File: config.mk
export PLATFORM = sky130hd
export DESIGN_NAME = hifp_result_packer
export DESIGN_NICKNAME = d
export VERILOG_FILES = /design/src/rtl/hifp_pack_pkg.sv /design/src/rtl/hifp_ack_counter.sv /design/src/rtl/hifp_result_packer.sv
export SDC_FILE = /design/constraint.sdc
export NUM_CORES = 1
export LEC_CHECK = 0
export ABC_AREA = 1
export CAP_MARGIN = 20
export CORE_AREA = 2 2 289 291
export DETAILED_ROUTE_END_ITERATION = 10
export DIE_AREA = 0 0 291 293
export MAX_ROUTING_LAYER = met4
export PLACE_DENSITY_LB_ADDON = 0.15
export SLEW_MARGIN = 0
export SYNTH_ARGS = -nofsm -noshare
export SYNTH_HDL_FRONTEND = slang
export SYNTH_SLANG_ARGS = --single-unit
File: constraint.sdc
create_clock -name clock -period 2.4 [get_ports clock]
set_clock_uncertainty 0.1 [all_clocks]
set_input_delay 0.48 -clock clock [delete_from_list [all_inputs] [get_ports clock]]
set_output_delay 0.48 -clock clock [all_outputs]
set_load 0.005 [all_outputs]
File: src/rtl/hifp_pack_pkg.sv
// Shared definitions for the hifp result packer: line geometry, the
// packer state encoding and the byteenable helper.
package hifp_pack_pkg;

   localparam int LANES      = 32;
   localparam int LANE_W     = 16;
   localparam int LINE_BYTES = 64;
   localparam int LINE_W     = LANES * LANE_W;
   localparam int BE_W       = LANES * 2;

   typedef enum logic [1:0] {
      IDLE  = 2'd0,
      FILL  = 2'd1,
      WRITE = 2'd2,
      DRAIN = 2'd3
   } state_e;

   // Two byteenable bits cover one 16-bit lane.
   function automatic logic [BE_W-1:0] be_pair(input logic [4:0] lane);
      be_pair = {{(BE_W-2){1'b0}}, 2'b11} << {lane, 1'b0};
   endfunction

endpackage

File: src/rtl/hifp_ack_counter.sv
// Outstanding-write counter for the hifp result packer. Counts up on every
// accepted write and down on every writeack, and flags full/empty.
module hifp_ack_counter #(
   parameter int MAX_PENDING = 8
) (
   input  logic clk_i,
   input  logic rst_n_i,
   input  logic inc_i,
   input  logic dec_i,
   output logic full_o,
   output logic zero_o
);

   localparam int CNT_W = $clog2(MAX_PENDING + 1);

   logic [CNT_W-1:0] cnt_q, cnt_d;
   logic             dec_eff;

   // An ack with nothing outstanding is a protocol error and is dropped.
   assign dec_eff = dec_i && !zero_o;
   assign zero_o  = (cnt_q == '0);
   assign full_o  = (cnt_q == CNT_W'(MAX_PENDING));

   // Next count: simultaneous write and ack cancel out.
   always_comb begin
      cnt_d = cnt_q;
      unique case ({inc_i, dec_eff})
         2'b10:   cnt_d = cnt_q + CNT_W'(1);
         2'b01:   cnt_d = cnt_q - CNT_W'(1);
         default: cnt_d = cnt_q;
      endcase
   end

   // Count register.
   always_ff @(posedge clk_i or negedge rst_n_i) begin
      if (!rst_n_i) cnt_q <= '0;
      else          cnt_q <= cnt_d;
   end

   // Catch acknowledgements that arrive with nothing outstanding.
   always @(posedge clk_i) begin
      if (rst_n_i) assert (!(dec_i && zero_o));
   end

endmodule

File: src/rtl/hifp_result_packer.sv
// Packs 32 consecutive 16-bit hifp results into one 512-bit line and writes
// each line as a single-beat Avalon-MM write to consecutive 64-byte lines.
// A flush writes the partial line (sparse byteenable) and reports completion
// once every write has been acknowledged.
// Optional build macro HIFP_PACK_STATS_EN adds the write-stall counter on
// stat_stall_cycles; without it that port is tied to zero.
module hifp_result_packer
   import hifp_pack_pkg::*;
#(
   parameter int MAX_PENDING = 8,
   parameter int ADDR_W      = 32
) (
   input  logic              clock,
   input  logic              resetn,
   input  logic              m_start,
   input  logic [ADDR_W-1:0] base_addr,
   input  logic              m_valid_in,
   input  logic [15:0]       m_input_data,
   output logic              m_ready_out,
   input  logic              flush,
   output logic [ADDR_W-1:0] avm_address,
   output logic              avm_write,
   output logic [511:0]      avm_writedata,
   output logic [63:0]       avm_byteenable,
   output logic [4:0]        avm_burstcount,
   output logic              avm_read,
   input  logic              avm_waitrequest,
   input  logic              avm_writeack,
   output logic              has_a_write_pending,
   output logic              flush_done,
   output logic [31:0]       lines_written,
   output logic [31:0]       stat_stall_cycles
);

   state_e            state_q, state_d;
   logic [5:0]        lane_idx_q, lane_idx_d;
   logic [LINE_W-1:0] buf_q, buf_d;
   logic [BE_W-1:0]   be_q, be_d;
   logic [ADDR_W-1:0] base_q, base_d;
   logic [ADDR_W-1:0] line_idx_q, line_idx_d;
   logic [31:0]       lines_q, lines_d;
   logic              flush_lat_q, flush_lat_d;

   logic accept;
   logic wr_fire;
   logic pend_full;
   logic pend_zero;

   assign m_ready_out         = (state_q == FILL);
   assign accept              = m_valid_in && m_ready_out;
   // Hold the line back while too many writes are unacknowledged.
   assign avm_write           = (state_q == WRITE) && !pend_full;
   assign wr_fire             = avm_write && !avm_waitrequest;
   assign avm_address         = base_q + line_idx_q * ADDR_W'(LINE_BYTES);
   assign avm_writedata       = buf_q;
   assign avm_byteenable      = be_q;
   assign avm_burstcount      = 5'd1;
   assign avm_read            = 1'b0;
   assign has_a_write_pending = !pend_zero || avm_write;
   assign flush_done          = (state_q == DRAIN) && pend_zero;
   assign lines_written       = lines_q;

   hifp_ack_counter #(
      .MAX_PENDING (MAX_PENDING)
   ) u_ack_counter (
      .clk_i   (clock),
      .rst_n_i (resetn),
      .inc_i   (wr_fire),
      .dec_i   (avm_writeack),
      .full_o  (pend_full),
      .zero_o  (pend_zero)
   );

   // Next-state logic: lane fill, line write, flush and drain sequencing.
   always_comb begin
      state_d     = state_q;
      lane_idx_d  = lane_idx_q;
      buf_d       = buf_q;
      be_d        = be_q;
      base_d      = base_q;
      line_idx_d  = line_idx_q;
      lines_d     = lines_q;
      flush_lat_d = flush_lat_q;
      unique case (state_q)
         IDLE: begin
            if (m_start) begin
               base_d     = base_addr & ~ADDR_W'(LINE_BYTES - 1);
               line_idx_d = '0;
               lines_d    = '0;
               state_d    = FILL;
            end
         end
         FILL: begin
            if (accept) begin
               buf_d[{lane_idx_q[4:0], 4'b0000} +: LANE_W] = m_input_data;
               be_d       = be_q | be_pair(lane_idx_q[4:0]);
               lane_idx_d = lane_idx_q + 6'd1;
            end
            // A flush includes any result accepted in the same cycle.
            if (flush) begin
               if (lane_idx_d == '0) begin
                  state_d = DRAIN;
               end else begin
                  state_d     = WRITE;
                  flush_lat_d = 1'b1;
               end
            end else if (accept && (lane_idx_q == 6'd31)) begin
               state_d = WRITE;
            end
         end
         WRITE: begin
            if (wr_fire) begin
               line_idx_d = line_idx_q + ADDR_W'(1);
               lines_d    = lines_q + 32'd1;
               buf_d      = '0;
               be_d       = '0;
               lane_idx_d = '0;
               state_d    = flush_lat_q ? DRAIN : FILL;
            end
         end
         DRAIN: begin
            if (pend_zero) begin
               state_d     = IDLE;
               flush_lat_d = 1'b0;
            end
         end
         default: state_d = IDLE;
      endcase
   end

   // State and line buffer registers; reset discards any partial work.
   always_ff @(posedge clock or negedge resetn) begin
      if (!resetn) begin
         state_q     <= IDLE;
         lane_idx_q  <= '0;
         buf_q       <= '0;
         be_q        <= '0;
         base_q      <= '0;
         line_idx_q  <= '0;
         lines_q     <= '0;
         flush_lat_q <= 1'b0;
      end else begin
         state_q     <= state_d;
         lane_idx_q  <= lane_idx_d;
         buf_q       <= buf_d;
         be_q        <= be_d;
         base_q      <= base_d;
         line_idx_q  <= line_idx_d;
         lines_q     <= lines_d;
         flush_lat_q <= flush_lat_d;
      end
   end

`ifdef HIFP_PACK_STATS_EN
   logic [31:0] stall_q, stall_d;
   logic        stall_evt;

   assign stall_evt = (state_q == WRITE) && ((avm_write && avm_waitrequest) || pend_full);

   // Saturating count of slave stalls and throttled cycles; restarts per job.
   always_comb begin
      stall_d = stall_q;
      if ((state_q == IDLE) && m_start) stall_d = '0;
      else if (stall_evt && (stall_q != '1)) stall_d = stall_q + 32'd1;
   end

   // Stall counter register.
   always_ff @(posedge clock or negedge resetn) begin
      if (!resetn) stall_q <= '0;
      else         stall_q <= stall_d;
   end

   assign stat_stall_cycles = stall_q;
`else
   assign stat_stall_cycles = 32'd0;
`endif

endmodule

After elaboration in Yosys (flattened, before gate mapping)
Index checks and enable logic that the tools add are counted.
- flip-flop bits (word level): 679
- bits of input ports: 55
- reduce and logical (&&, ||, !) cells: 23
- shift operators: 3
- muxes and demuxes: 29
- add/subtract/negate cells: 7
- eq/ne operators: 14
- bitwise gates (word level): 1
- operators with widths (cell ; count):
    512-bit 2-to-1 mux ; 2
    512-bit one-hot mux with 2 select lines ; 1
    512-bit bitwise mux ; 1
    16-bit by 11-bit variable shift with 512-bit output, first input constant ; 1
    16-bit by 11-bit variable part select with 512-bit output ; 1
    64-bit 2-to-1 mux ; 2
    32-bit one-hot mux with 2 select lines ; 2
    64-bit one-hot mux with 2 select lines ; 1
    32-bit 2-to-1 mux ; 3
    32-bit by 1-bit adder with 32-bit output, second input constant ; 2
    64-bit OR ; 1
    2-bit by 6-bit << shifter with 64-bit output, first input constant ; 1
    32-bit adder ; 1
    6-bit 2-to-1 mux ; 3
    2-bit 2-to-1 mux ; 6
    6-bit one-hot mux with 2 select lines ; 1
    9-bit negator with 11-bit output ; 1
    2-bit one-hot mux with 4 select lines ; 1
    4-bit one-hot mux with 2 select lines ; 1
    4-bit AND reduction ; 2
    2-bit nonzero test ; 4
    6-bit by 1-bit adder with 6-bit output, second input constant ; 1
    2-bit == test, second input constant ; 3
    6-bit by 5-bit == test with 1-bit output, second input constant ; 1
    17 further kinds ; 34

Depth between registers and ports, before layout
Gate-level depths: netlist of the first run.
- word-level depth: 8
- depth in mapped cells: 18
- depth with buffers taken out: 15

By module
From an unflattened synthesis of the first run, not the netlist that was laid out.
- cells, all modules: 3819
- area total of the unflattened synthesis: 31283.8 um^2
- modules (own cells, without submodules) (module ; cells each ; instances ; area an instance (um^2)):
    hifp_result_packer ; 3781 ; 1 ; 30982.2
    hifp_ack_counter ; 38 ; 1 ; 301.5

Worst setup path after synthesis of the first run
No wires, ideal clock.
- path kind: reg-to-reg
- start point: reg state_q[0]
- end point: reg u_ack_counter.cnt_q[3]
- data required time: 2179 ps
- stages on the path, launching flop included: 19
- arrival: 2432 ps
- library setup time: 121 ps
- buffers on the path: 3
- slack: -254 ps
- cells stage by stage: dfrtp_1 inv_2 nand2_2 inv_2 nand2_2 nor2_4 inv_4 buf_4 buf_2 buf_2 ha_1 ha_1 nand2_1 nand2_1 a21oi_1 nor2_1 nor2_1 nand2_1 xor2_1
- word-level cells in the longest chain between the ends: 5
- elaborated cells between the ends (all ways): 7
- ends and longest elaborated chain (item ; line ; RTL):
    start: declaration ; hifp_result_packer.sv:35 ; state_e state_q, state_d;
    start signal: assignment ; hifp_result_packer.sv:143 ; state_q <= state_d;
    2-bit == test * ; hifp_result_packer.sv:52 ; assign avm_write = (state_q == WRITE) && !pend_full;
    1-bit logical AND * ; hifp_result_packer.sv:52 ;
    1-bit logical AND * ; hifp_result_packer.sv:53 ; assign wr_fire = avm_write && !avm_waitrequest;
    2-bit by 1-bit == test with 1-bit output / 2-bit == test (equally long branches) ; hifp_ack_counter.sv:27 ; unique case ({inc_i, dec_eff})
    4-bit one-hot mux with 2 select lines / 2-bit nonzero test (equally long branches) ; n/a ;
    end signal: assignment ; hifp_ack_counter.sv:37 ; else cnt_q <= cnt_d;
    end: declaration ; hifp_ack_counter.sv:16 ; logic [CNT_W-1:0] cnt_q, cnt_d;
Mark *: on every way between the ends. The rest lies on a longest branch, timed or not.
A chain may end at the register's enable or synchronous reset.

Final worst setup path of the first run
- start point: reg base_q[6]
- end point: out avm_address[24]
- word-level cells in the longest chain between the ends: 1
- ends and longest elaborated chain (item ; line ; RTL):
    start: declaration ; hifp_result_packer.sv:39 ; logic [ADDR_W-1:0] base_q, base_d;
    start signal: assignment ; hifp_result_packer.sv:147 ; base_q <= base_d;
    32-bit adder ; hifp_result_packer.sv:54 ; assign avm_address = base_q + line_idx_q * ADDR_W'(LINE_BYTES);
    end: declaration ; hifp_result_packer.sv:21 ; output logic [ADDR_W-1:0] avm_address,
Every way passes these cells.

==> results of run 1 <==
power by group:
group / total [uW] / internal (uW) / switching, uW
Sequential: 12800 / 12100 / 674
Combinational: 15200 / 5480 / 9760
Clock: 12200 / 7060 / 5090
what timing repair did:
| item | 4_1_cts | 5_1_grt |
|---|---|---|
| endpoints found under the setup margin | 94 | 201 |
| cloned | 0 | 0 |
| setup buffers | 21 | 23 |
| pin swaps | 54 | 74 |
| hold buffers | 1 | 0 |
| endpoints found under the hold margin | 14 | 0 |
| resized for setup | 231 | 150 |
area by class of cell:
cell class                      count  area (um2)  area share, %
Clock inverter                     29       409.1         0.9003
Antenna cell                        7       17.52        0.03854
Multi-Input combinational cell   2455       13290          29.24
Sequential cell                   673       16840          37.06
Timing Repair Buffer             1008       10190          22.43
Inverter                          305        1180          2.596
Tap cell                         1070        1339          2.946
Clock buffer                      104        2178          4.793
worst max-delay path by stage:
stage / from / to / slack [ns]
2_1_floorplan: state_q[0] / u_ack_counter.cnt_q[3] / -0.09
3_3_place_gp: base_q[6] / avm_address[24] / -0.51
3_5_place_dp: base_q[6] / avm_address[30] / -0.48
4_1_cts: line_idx_q[0] / avm_address[24] / -0.67
5_1_grt: base_q[6] / avm_address[24] / -0.77
6_report: base_q[6] / avm_address[24] / -0.63
through the flow:
| step | setup TNS (ns) | setup WS [ns] | hold WS, ns | instances |
|---|---|---|---|---|
| 5_1_grt | -15.17 | -0.7708 | 0.2908 | 5650 |
| 6_report | -12.81 | -0.6314 | 0.2892 | 5651 |
| 3_3_place_gp | -9.718 | -0.5067 | 0.3706 | 5475 |
| 3_5_place_dp | -10.22 | -0.4848 | 0.3680 | 5475 |
| 2_1_floorplan | -0.2251 | -0.08611 | 0.08441 | 3705 |
| 4_1_cts | -13.07 | -0.6651 | 0.2636 | 5628 |
kinds of logic (layout without fill, tap and decap cells):
| kind of cell | Yosys count | in the layout |
|---|---|---|
| AO/OA/AOI/OAI | 583 | 583 |
| XOR/XNOR | 33 | 33 |
| adder cells (fa/ha/maj) | 41 | 41 |
| buffers and inverters | 577 | 1446 |
| flip-flops | 673 | 673 |
| other | 2 | 51 |
| AND/OR/NAND/NOR | 1754 | 1754 |
metal layers:
layer	up-vias	part of all wire, %	wire (um)
li1	13970	-	-
met1	14990	42	54100
met2	1046	47	60770
met3	226	7.1	9140
met4	0	4.1	5289
met5	-	0	0
placed cells by master (no fill, tap or decap), drive strengths merged, types with 3 or more instances in the layout:
cell and n:
dfrtp 673, clkdlybuf4s50 655, nand3 644, nand2 628, o21ai 460, buf 348, inv 305, nor2 245
nand4 138, a21oi 107, clkbuf 104, nor3 65, conb 44, ha 39, nor4 32, xor2 27
clkinv 17, diode 7, clkinvlp 6, bufinv 6, xnor2 6, o21bai 5, o21a 3, o22ai 3
o31ai 3
worst register-to-register path, delay by kind of cell (launching register included):
family	cells	cell delay [ns]
AND/OR/NAND/NOR	5	0.74
flip-flops	1	0.38
adder cells (fa/ha/maj)	2	0.57
buffers and inverters	4	0.38
sequential cells by signal (all words and copies together) (netlist names):
register,count
flush_lat_q,1
line_idx_q,26
lines_written,32
u_ack_counter.cnt_q,4
base_q,26
lane_idx_q,6
state_q,2
avm_writedata,512
avm_byteenable,64
==> flow_summary.json, run 1 <==
{
  "fmaxAchievable_mhz": 329.9,
  "total_power_uw": 40200,
  "r2r_setup_slack_ns": 0.14,
  "nets": 4615,
  "gp_congestion": 0.9293,
  "violations": "negative setup slack",
  "ir_drop_v": 0.0007272,
  "synthCells": 3663,
  "clock-root-buffer": "clkbuf_16",
  "syn-cell-area_um2": 31330,
  "rsz0062_at_grt": "yes",
  "hp-class": "in2reg",
  "synth_compound_area_share_pct": 9.430,
  "synth.most_common_cell": "dfrtp_1",
  "grt.busiest_layer": "met2",
  "crit_buf_inv": 3,
  "insertion_delay_ns": 0.64,
  "wl_per_cell_um": 22.88,
  "rows": 105,
  "syn_to_final_growth_pct": 45.08,
  "hp-start": "base_addr[24]",
  "place_area_um2": 41430,
  "place_hpwl_um": 94140,
  "synth-async-reset-ratio_pct": 100.0,
  "startpoint_type": "flip-flop",
  "grt_use_met1_pct": 38.37,
  "worst_path_dominant_cell_family": "simple AND/OR/NAND/NOR gates",
  "first_global_vias": 29490,
  "antenna_found_initial": 8,
  "synthMuxAreaShare_pct": 0,
  "via_per_inst": 5.349,
  "synth-simple-area-share_pct": 26.01,
  "synth_seq_cells": 673,
  "io_buffers": 686,
  "post-route-worst-setup-slack_ns": -0.6314,
  "tightest_slew_ns": 0.7399,
  "cts_buffer_depth": 3,
  "htree_levels": 3,
  "required_ns": 1.82,
  "worstSetupPathType": "reg2out",
  "start_util_pct": 38.27,
  "drv_slew": 0,
  "detail-route-antenna-nets": 0,
  "slew_headroom_pct": 50.67,
  "r2r_end": "avm_writedata[197]",
  "ys_seq_area_share_pct": 53.76,
  "drc": 0,
  "cpMostUsedCell": "nand2_2",
  "slowest_stage": "dfrtp_1",
  "ys_types": 42,
  "yosysWarnings": 0,
  "final_core_util_pct": 55.53,
  "synth_common_cells": "dfrtp_1, nand3_1, nand2_1, inv_1, o21ai_0",
  "coreArea_um2": 81850,
  "rr_startpoint": "lane_idx_q[0]",
  "path_depth": 15,
  "crit_chain": "ha_4 -> inv_2 -> fa_2 -> inv_2 -> nand3_2 -> nand2_4 -> nand2_4 -> nand2_4 -> nand3_2 -> nand2_2 -> nand2_2 -> nand2_2 -> nand2_2 -> nand2_1 -> buf_2",
  "p_per_area_nw_per_um2": 884.6,
  "cts_tree": "built",
  "clkTransAtPathRegs_ns": 0.06,
  "die-area_um2": 85260,
  "finalHoldViolCount": 0,
  "yosysTopAreaCellShare_pct": 53.76,
  "routed-via-count": 30230,
  "grtUsageMet2_pct": 47.39,
  "synth_area_leaders": "dfrtp_1, nand3_1, nand2_1",
  "status": "finished, violations left",
  "synth_top_family_by_area": "simple AND/OR/NAND/NOR gates",
  "synth_top_area_cell": "dfrtp_1",
  "drv_cap": 0,
  "grt_util_met3_pct": 6.762,
  "synthFlopType": "dfrtp_1",
  "critPathArrivalTime_ns": 2.45,
  "nFillCells": 7383,
  "p_leak_uw": 0.01991,
  "dieWidth_um": 291,
  "r2r_cells": 11,
  "cts_inserted_buffers": 76,
  "synth_edf_count": 0,
  "grtUsageTotal_pct": 30.28,
  "min_period_over_period_pct": 126.3,
  "grt_pass1_wl_um": 190800,
  "first_iter_violations": 2389,
  "die_height_um": 293,
  "grt_overflow": 0,
  "cp_max_fo": 3,
  "drtPass1Iterations": 5,
  "synth-xor-area-share_pct": 0.9227,
  "cts_sinks": 673,
  "grt_max_degree": 90,
  "design_area_um2": 45450,
  "drive_gt1_share_pct": 15.54,
  "setup_viol": 25,
  "ios": 737,
  "drt_wl_total_um": 129300,
  "min_to": "base_q[24]",
  "end_kind": "output port",
  "critPathMaxStageDelay_ns": 0.40,
  "min_period_ns": 3.031,
  "synthAdderAreaFrac_pct": 1.686,
  "hold-path-cell-count": 3,
  "avgSynthCellArea_um2": 8.552
}
No activity file was read; power rests on OpenSTA's default activity.
==> inputs of run 2 (changes only) <==
--- a/config.mk
+++ b/config.mk
@@ -7,9 +7,10 @@
 export LEC_CHECK = 0
 export ABC_AREA = 1
 export CAP_MARGIN = 20
-export CORE_AREA = 2 2 289 291
+export CORE_AREA = 2 2 286 288
+export CTS_BUF_LIST = sky130_fd_sc_hd__clkbuf_2
 export DETAILED_ROUTE_END_ITERATION = 10
-export DIE_AREA = 0 0 291 293
+export DIE_AREA = 0 0 288 290
 export MAX_ROUTING_LAYER = met4
 export PLACE_DENSITY_LB_ADDON = 0.15
 export SLEW_MARGIN = 0
==> run 2 against run 1 <==
The flow still finishes with violations (negative setup slack). Register-to-register slack worse by 0.02 ns. Non-clock buffer count increased by 323. Utilization increased by 1.1 points. Fmax fell by 21%. Sequential power about the same. Critical path depth fell by 2. Clock power fell by 32%. Critical path type unchanged.
==> flow_summary.json, run 2 (synthesized netlist as in run 1, its figures left out) <==
{
  "worstSetupPathType": "reg2out",
  "via_per_inst": 5.250,
  "crit_chain": "ha_4 -> inv_2 -> fa_2 -> inv_2 -> nand3_2 -> nand2_4 -> nand2_2 -> nand2_4 -> buf_4 -> buf_4 -> buf_4 -> xor2_1 -> buf_2",
  "die_height_um": 290,
  "first_global_vias": 31100,
  "insertion_delay_ns": 1.35,
  "routed-via-count": 32220,
  "grt_util_met3_pct": 8.365,
  "finalHoldViolCount": 0,
  "coreArea_um2": 80160,
  "p_per_area_nw_per_um2": 809.6,
  "drv_slew": 0,
  "min_period_ns": 3.841,
  "required_ns": 1.82,
  "htree_levels": 4,
  "cts_inserted_buffers": 178,
  "nets": 5040,
  "grtUsageTotal_pct": 31.75,
  "mostFrequentLayoutCells": "dfrtp_1, nand3_1, nand2_1",
  "total_power_uw": 36710,
  "first_iter_violations": 2619,
  "drive_gt1_share_pct": 35.23,
  "ir_drop_v": 0.0006476,
  "critPathArrivalTime_ns": 3.26,
  "seq_area_um2": 16880,
  "critPathMaxStageDelay_ns": 0.41,
  "status": "finished, violations left",
  "io_buffers": 686,
  "cts_tree": "built",
  "drtPass1Iterations": 5,
  "start_util_pct": 39.08,
  "fmaxAchievable_mhz": 260.4,
  "nFillCells": 7560,
  "largest_reg_flops": 512,
  "grt_max_degree": 103,
  "min_period_over_period_pct": 160.0,
  "wl_per_cell_um": 21.84,
  "place_area_um2": 41280,
  "drv_cap": 0,
  "syn_to_final_growth_pct": 44.78,
  "clock-root-buffer": "clkbuf_2",
  "end_kind": "output port",
  "grt.busiest_layer": "met2",
  "drt_wl_total_um": 134000,
  "cpMostUsedCell": "buf_4",
  "slew_headroom_pct": 44.37,
  "die-area_um2": 83520,
  "grtUsageMet2_pct": 49.11,
  "grt_use_met1_pct": 38.85,
  "detail-route-antenna-nets": 0,
  "fin_tns_setup_ns": -82.85,
  "gp_congestion": 0.9146,
  "cts_sinks": 673,
  "multi_input_area_um2": 13380,
  "grt_pass1_wl_um": 195400,
  "violations": "negative setup slack",
  "hp-class": "in2reg",
  "p_leak_uw": 0.02298,
  "place_hpwl_um": 93830,
  "setup_viol": 630,
  "ios": 737,
  "slowest_stage": "dfrtp_1",
  "grt_overflow": 0,
  "design_area_um2": 45350,
  "cp_max_fo": 4,
  "clkTransAtPathRegs_ns": 0.09,
  "dieWidth_um": 288,
  "rsz0062_at_grt": "yes",
  "post-place-ws_ns": -0.5334,
  "drc": 0,
  "tightest_slew_ns": 0.8345,
  "post-route-worst-setup-slack_ns": -1.441,
  "cts_buffer_depth": 3,
  "antenna_found_initial": 8,
  "crit_buf_inv": 6,
  "startpoint_type": "flip-flop",
  "rows": 104,
  "final_common_cell": "dfrtp_1",
  "worst_path_dominant_cell_family": "buffers and inverters"
}
-- run 2: changes by cell type in the layout (fill, tap and decap cells not counted), sizes merged, moves of 2 or more --
cell,previous run,this run
diode,7,9
buf,348,1227
bufinv,6,1
clkinv,17,32
inv,305,309
clkinvlp,6,2
dlygate4sd2,2,0
clkdlybuf4s50,655,47
clkbuf,104,264
dlygate4sd3,1,56
-- run 2: timing repair --
action	4_1_cts	5_1_grt
setup endpoints to repair	726	770
pin swaps	74	89
resized for setup	2996	176
hold buffers	57	0
setup buffers	173	156
hold endpoints to repair	1099	0
cloned	0	0
-- run 2: path summary, 6_finish.rpt --
check	from	endpoint	slack, ns	depth (start not counted)
min reg2reg	avm_writedata[9]	avm_writedata[9]	0.40	2
min	base_addr[30]	base_q[30]	0.16	4
max reg2reg	state_q[0]	u_ack_counter.cnt_q[3]	0.12	16
max in group asynchronous	resetn	avm_byteenable[61]	0.71	7
max	base_q[6]	avm_address[12]	-1.44	13
min in group asynchronous	resetn	avm_writedata[232]	0.55	5
-- run 2: worst min-delay path, delay by kind of cell --
kind          cells  cell delay (ns)
buf+inv           2             0.97
simple gates      2             0.12
-- run 2: cell type report --
class                           count  share of cell area [%]
Sequential cell                   673                   37.22
Inverter                          305                   2.599
Antenna cell                        9                 0.04966
Clock buffer                      264                   2.913
Clock inverter                     39                  0.5932
Multi-Input combinational cell   2455                   29.50
Tap cell                         1060                   2.924
Timing Repair Buffer             1331                   24.20
-- run 2: metrics by stage --
stage,instances,hold WS (ns),utilization [%]
3_3_place_gp,5446,0.2935,51.50
2_1_floorplan,3705,0.08441,-
6_report,6136,0.1578,56.58
5_1_grt,6135,0.06611,56.57
3_5_place_dp,5446,0.2946,51.50
4_1_cts,5976,0.0003966,54.11
-- run 2: report_power, final --
| part | total (uW) | switching, uW | internal (uW) |
|---|---|---|---|
| clock | 8240 | 5130 | 3110 |
| combinational | 15700 | 10000 | 5690 |
| sequential | 12800 | 653 | 12100 |
| total | 36700 | 15800 | 20900 |
-- run 2: routing by layer --
layer	vias to the layer above	wire length [um]
li1	14920	-
met1	15660	53420
met2	1324	63770
met3	309	10630
met4	0	6172
met5	-	0
==> inputs of run 3 (changes only) <==
--- a/config.mk
+++ b/config.mk
@@ -12,7 +12,7 @@
 export DETAILED_ROUTE_END_ITERATION = 10
 export DIE_AREA = 0 0 288 290
 export MAX_ROUTING_LAYER = met4
-export PLACE_DENSITY_LB_ADDON = 0.15
+export PLACE_DENSITY = 0.67
 export SLEW_MARGIN = 0
 export SYNTH_ARGS = -nofsm -noshare
 export SYNTH_HDL_FRONTEND = slang
==> run 3 against run 2 <==
The run still ends with negative setup slack left. Utilization up 0.77 points. Sequential share of layout area decreased by 0.51 points. Cell count up 1.5%. Non-clock buffer count is 75 higher. Fmax down 1.6%. Via count increased by 3.2%. Worst setup slack got worse by 0.062 ns. Critical endpoint is now avm_address[20]. Combinational power grew 3%.
==> flow_summary.json, run 3 (synthesized netlist as in run 1, its figures left out) <==
{
  "status": "finished, violations left",
  "violations": "negative setup slack",
  "cpMostUsedCell": "nand2_2",
  "insertion_delay_ns": 1.41,
  "cts_sinks": 673,
  "via_per_inst": 5.340,
  "routed-via-count": 33250,
  "min_period_ns": 3.903,
  "crit_buf_inv": 3,
  "htree_levels": 4,
  "die_height_um": 290,
  "detail-route-antenna-nets": 0,
  "r2r_setup_slack_ns": -0.26,
  "final_core_util_pct": 57.35,
  "r2r_cells": 17,
  "finalHoldViolCount": 0,
  "critPathArrivalTime_ns": 3.32,
  "drt_wl_total_um": 135800,
  "cts_buffer_depth": 3,
  "r2r_end": "avm_writedata[98]",
  "required_ns": 1.82,
  "final_common_cell": "dfrtp_1",
  "p_leak_uw": 0.02336,
  "worst_path_dominant_cell_family": "simple AND/OR/NAND/NOR gates",
  "cp_max_fo": 5,
  "hp-class": "in2reg",
  "dp_cells": 5447,
  "place_area_um2": 41250,
  "min_to": "avm_writedata[498]",
  "grt_pass1_wl_um": 196600,
  "hold-path-cell-count": 5,
  "fmaxAchievable_mhz": 256.2,
  "gp_congestion": 0.9587,
  "tightest_slew_ns": 0.9707,
  "nFillCells": 7182,
  "drv_cap": 0,
  "min_period_over_period_pct": 162.6,
  "first_iter_violations": 2675,
  "p_per_area_nw_per_um2": 815.2,
  "antenna_found_initial": 9,
  "start_util_pct": 39.08,
  "ir_drop_v": 0.0006927,
  "grt_overflow": 0,
  "post-route-worst-setup-slack_ns": -1.503,
  "startpoint_type": "flip-flop",
  "nets": 5114,
  "io_buffers": 686,
  "design_area_um2": 45970,
  "grtUsageTotal_pct": 31.79,
  "hp-start": "m_input_data[2]",
  "die-area_um2": 83520,
  "critPathMaxStageDelay_ns": 0.41,
  "wl_per_cell_um": 21.81,
  "ios": 737,
  "mostFrequentLayoutCells": "dfrtp_1, nand3_1, nand2_1",
  "clock-root-buffer": "clkbuf_2",
  "instances_no_fill": 6227,
  "drtPass1Iterations": 6,
  "setup_viol": 1168,
  "cts_inserted_buffers": 176,
  "largest_reg_flops": 512,
  "rows": 104,
  "first_global_vias": 31780,
  "rsz0062_at_grt": "yes",
  "end_kind": "output port",
  "dieWidth_um": 288,
  "clkTransAtPathRegs_ns": 0.08,
  "startpoint": "base_q[9]",
  "rr_startpoint": "state_q[0]",
  "drc": 0,
  "place_hpwl_um": 93350,
  "slowest_stage": "ha_1",
  "post-place-ws_ns": -0.5468,
  "crit_chain": "ha_1 -> a21oi_1 -> nand2_4 -> nand2_1 -> nand2_2 -> nand2_2 -> nand3_2 -> buf_4 -> buf_6 -> xor2_1 -> buf_2",
  "coreArea_um2": 80160,
  "syn_to_final_growth_pct": 46.75,
  "drive_gt1_share_pct": 35.84,
  "worstSetupPathType": "reg2out",
  "grt_max_degree": 109,
  "drv_slew": 0,
  "slew_headroom_pct": 35.05,
  "total_power_uw": 37470,
  "cts_tree": "built"
}
-- run 3: final cells by class --
| cell class | count | area, um2 | area share [%] |
|---|---|---|---|
| timing repair buffer | 1406 | 11530 | 25.08 |
| tap | 1060 | 1326 | 2.885 |
| clock inverter | 66 | 437.9 | 0.9526 |
| inverter | 305 | 1179 | 2.564 |
| sequential | 673 | 16880 | 36.71 |
| clock buffer | 248 | 1241 | 2.700 |
| antenna | 13 | 32.53 | 0.07077 |
| multi-input combinational | 2456 | 13350 | 29.03 |
-- run 3: how the worst max path moves through the flow --
stage | slack [ns] | cells after the start | to
3_3_place_gp | -0.50 | 15 | avm_address[24]
4_1_cts | -1.60 | 13 | avm_address[18]
2_1_floorplan | -0.09 | 16 | u_ack_counter.cnt_q[3]
6_report | -1.50 | 11 | avm_address[20]
5_1_grt | -1.75 | 14 | avm_address[20]
3_5_place_dp | -0.55 | 11 | avm_address[22]
-- run 3: worst register-to-register path: stages, from the launching register on --
cell       delay (ns)
dfrtp_1          0.43
inv_2            0.09
buf_6            0.11
nand2_4          0.06
clkinv_4         0.07
nand2_4          0.05
buf_6            0.11
buf_6            0.11
nor2_4           0.24
inv_16           0.05
buf_12           0.13
nand2_8          0.07
buf_12           0.13
buf_12           0.10
clkbuf_16        0.20
nand3_4          0.13
buf_6            0.19
o21ai_0          0.16
-- run 3: through the flow --
step,hold slack [ns],setup TNS (ns)
finish,0.1094,-148.81
global placement,0.3035,-8.785
global route,0.03702,-307.54
detailed placement,0.3063,-10.43
CTS,0.004573,-182.84
floorplan,0.08441,-0.2251
-- run 3: power breakdown --
| group | total [uW] | switching, uW | internal (uW) |
|---|---|---|---|
| clock network | 8550 | 5310 | 3240 |
| registers | 12800 | 650 | 12100 |
| logic | 16200 | 10200 | 5990 |
| total | 37500 | 16100 | 21300 |
-- run 3: what timing repair did --
item / in CTS / in global routing
hold buffers: 61 / 0
cloned: 0 / 12
gates resized for setup: 2934 / 195
endpoints found under the setup margin: 717 / 1075
buffers inserted: 210 / 176
endpoints found under the hold margin: 1070 / 0
pin swaps: 71 / 26
-- run 3: routing by layer --
| metal | track usage, % | share of wire, % |
|---|---|---|
| met4 | 15.19 | 5.2 |
| met1 | 37.65 | 38 |
| met5 | - | 0 |
| met2 | 49.40 | 47 |
| met3 | 9.552 | 9.2 |
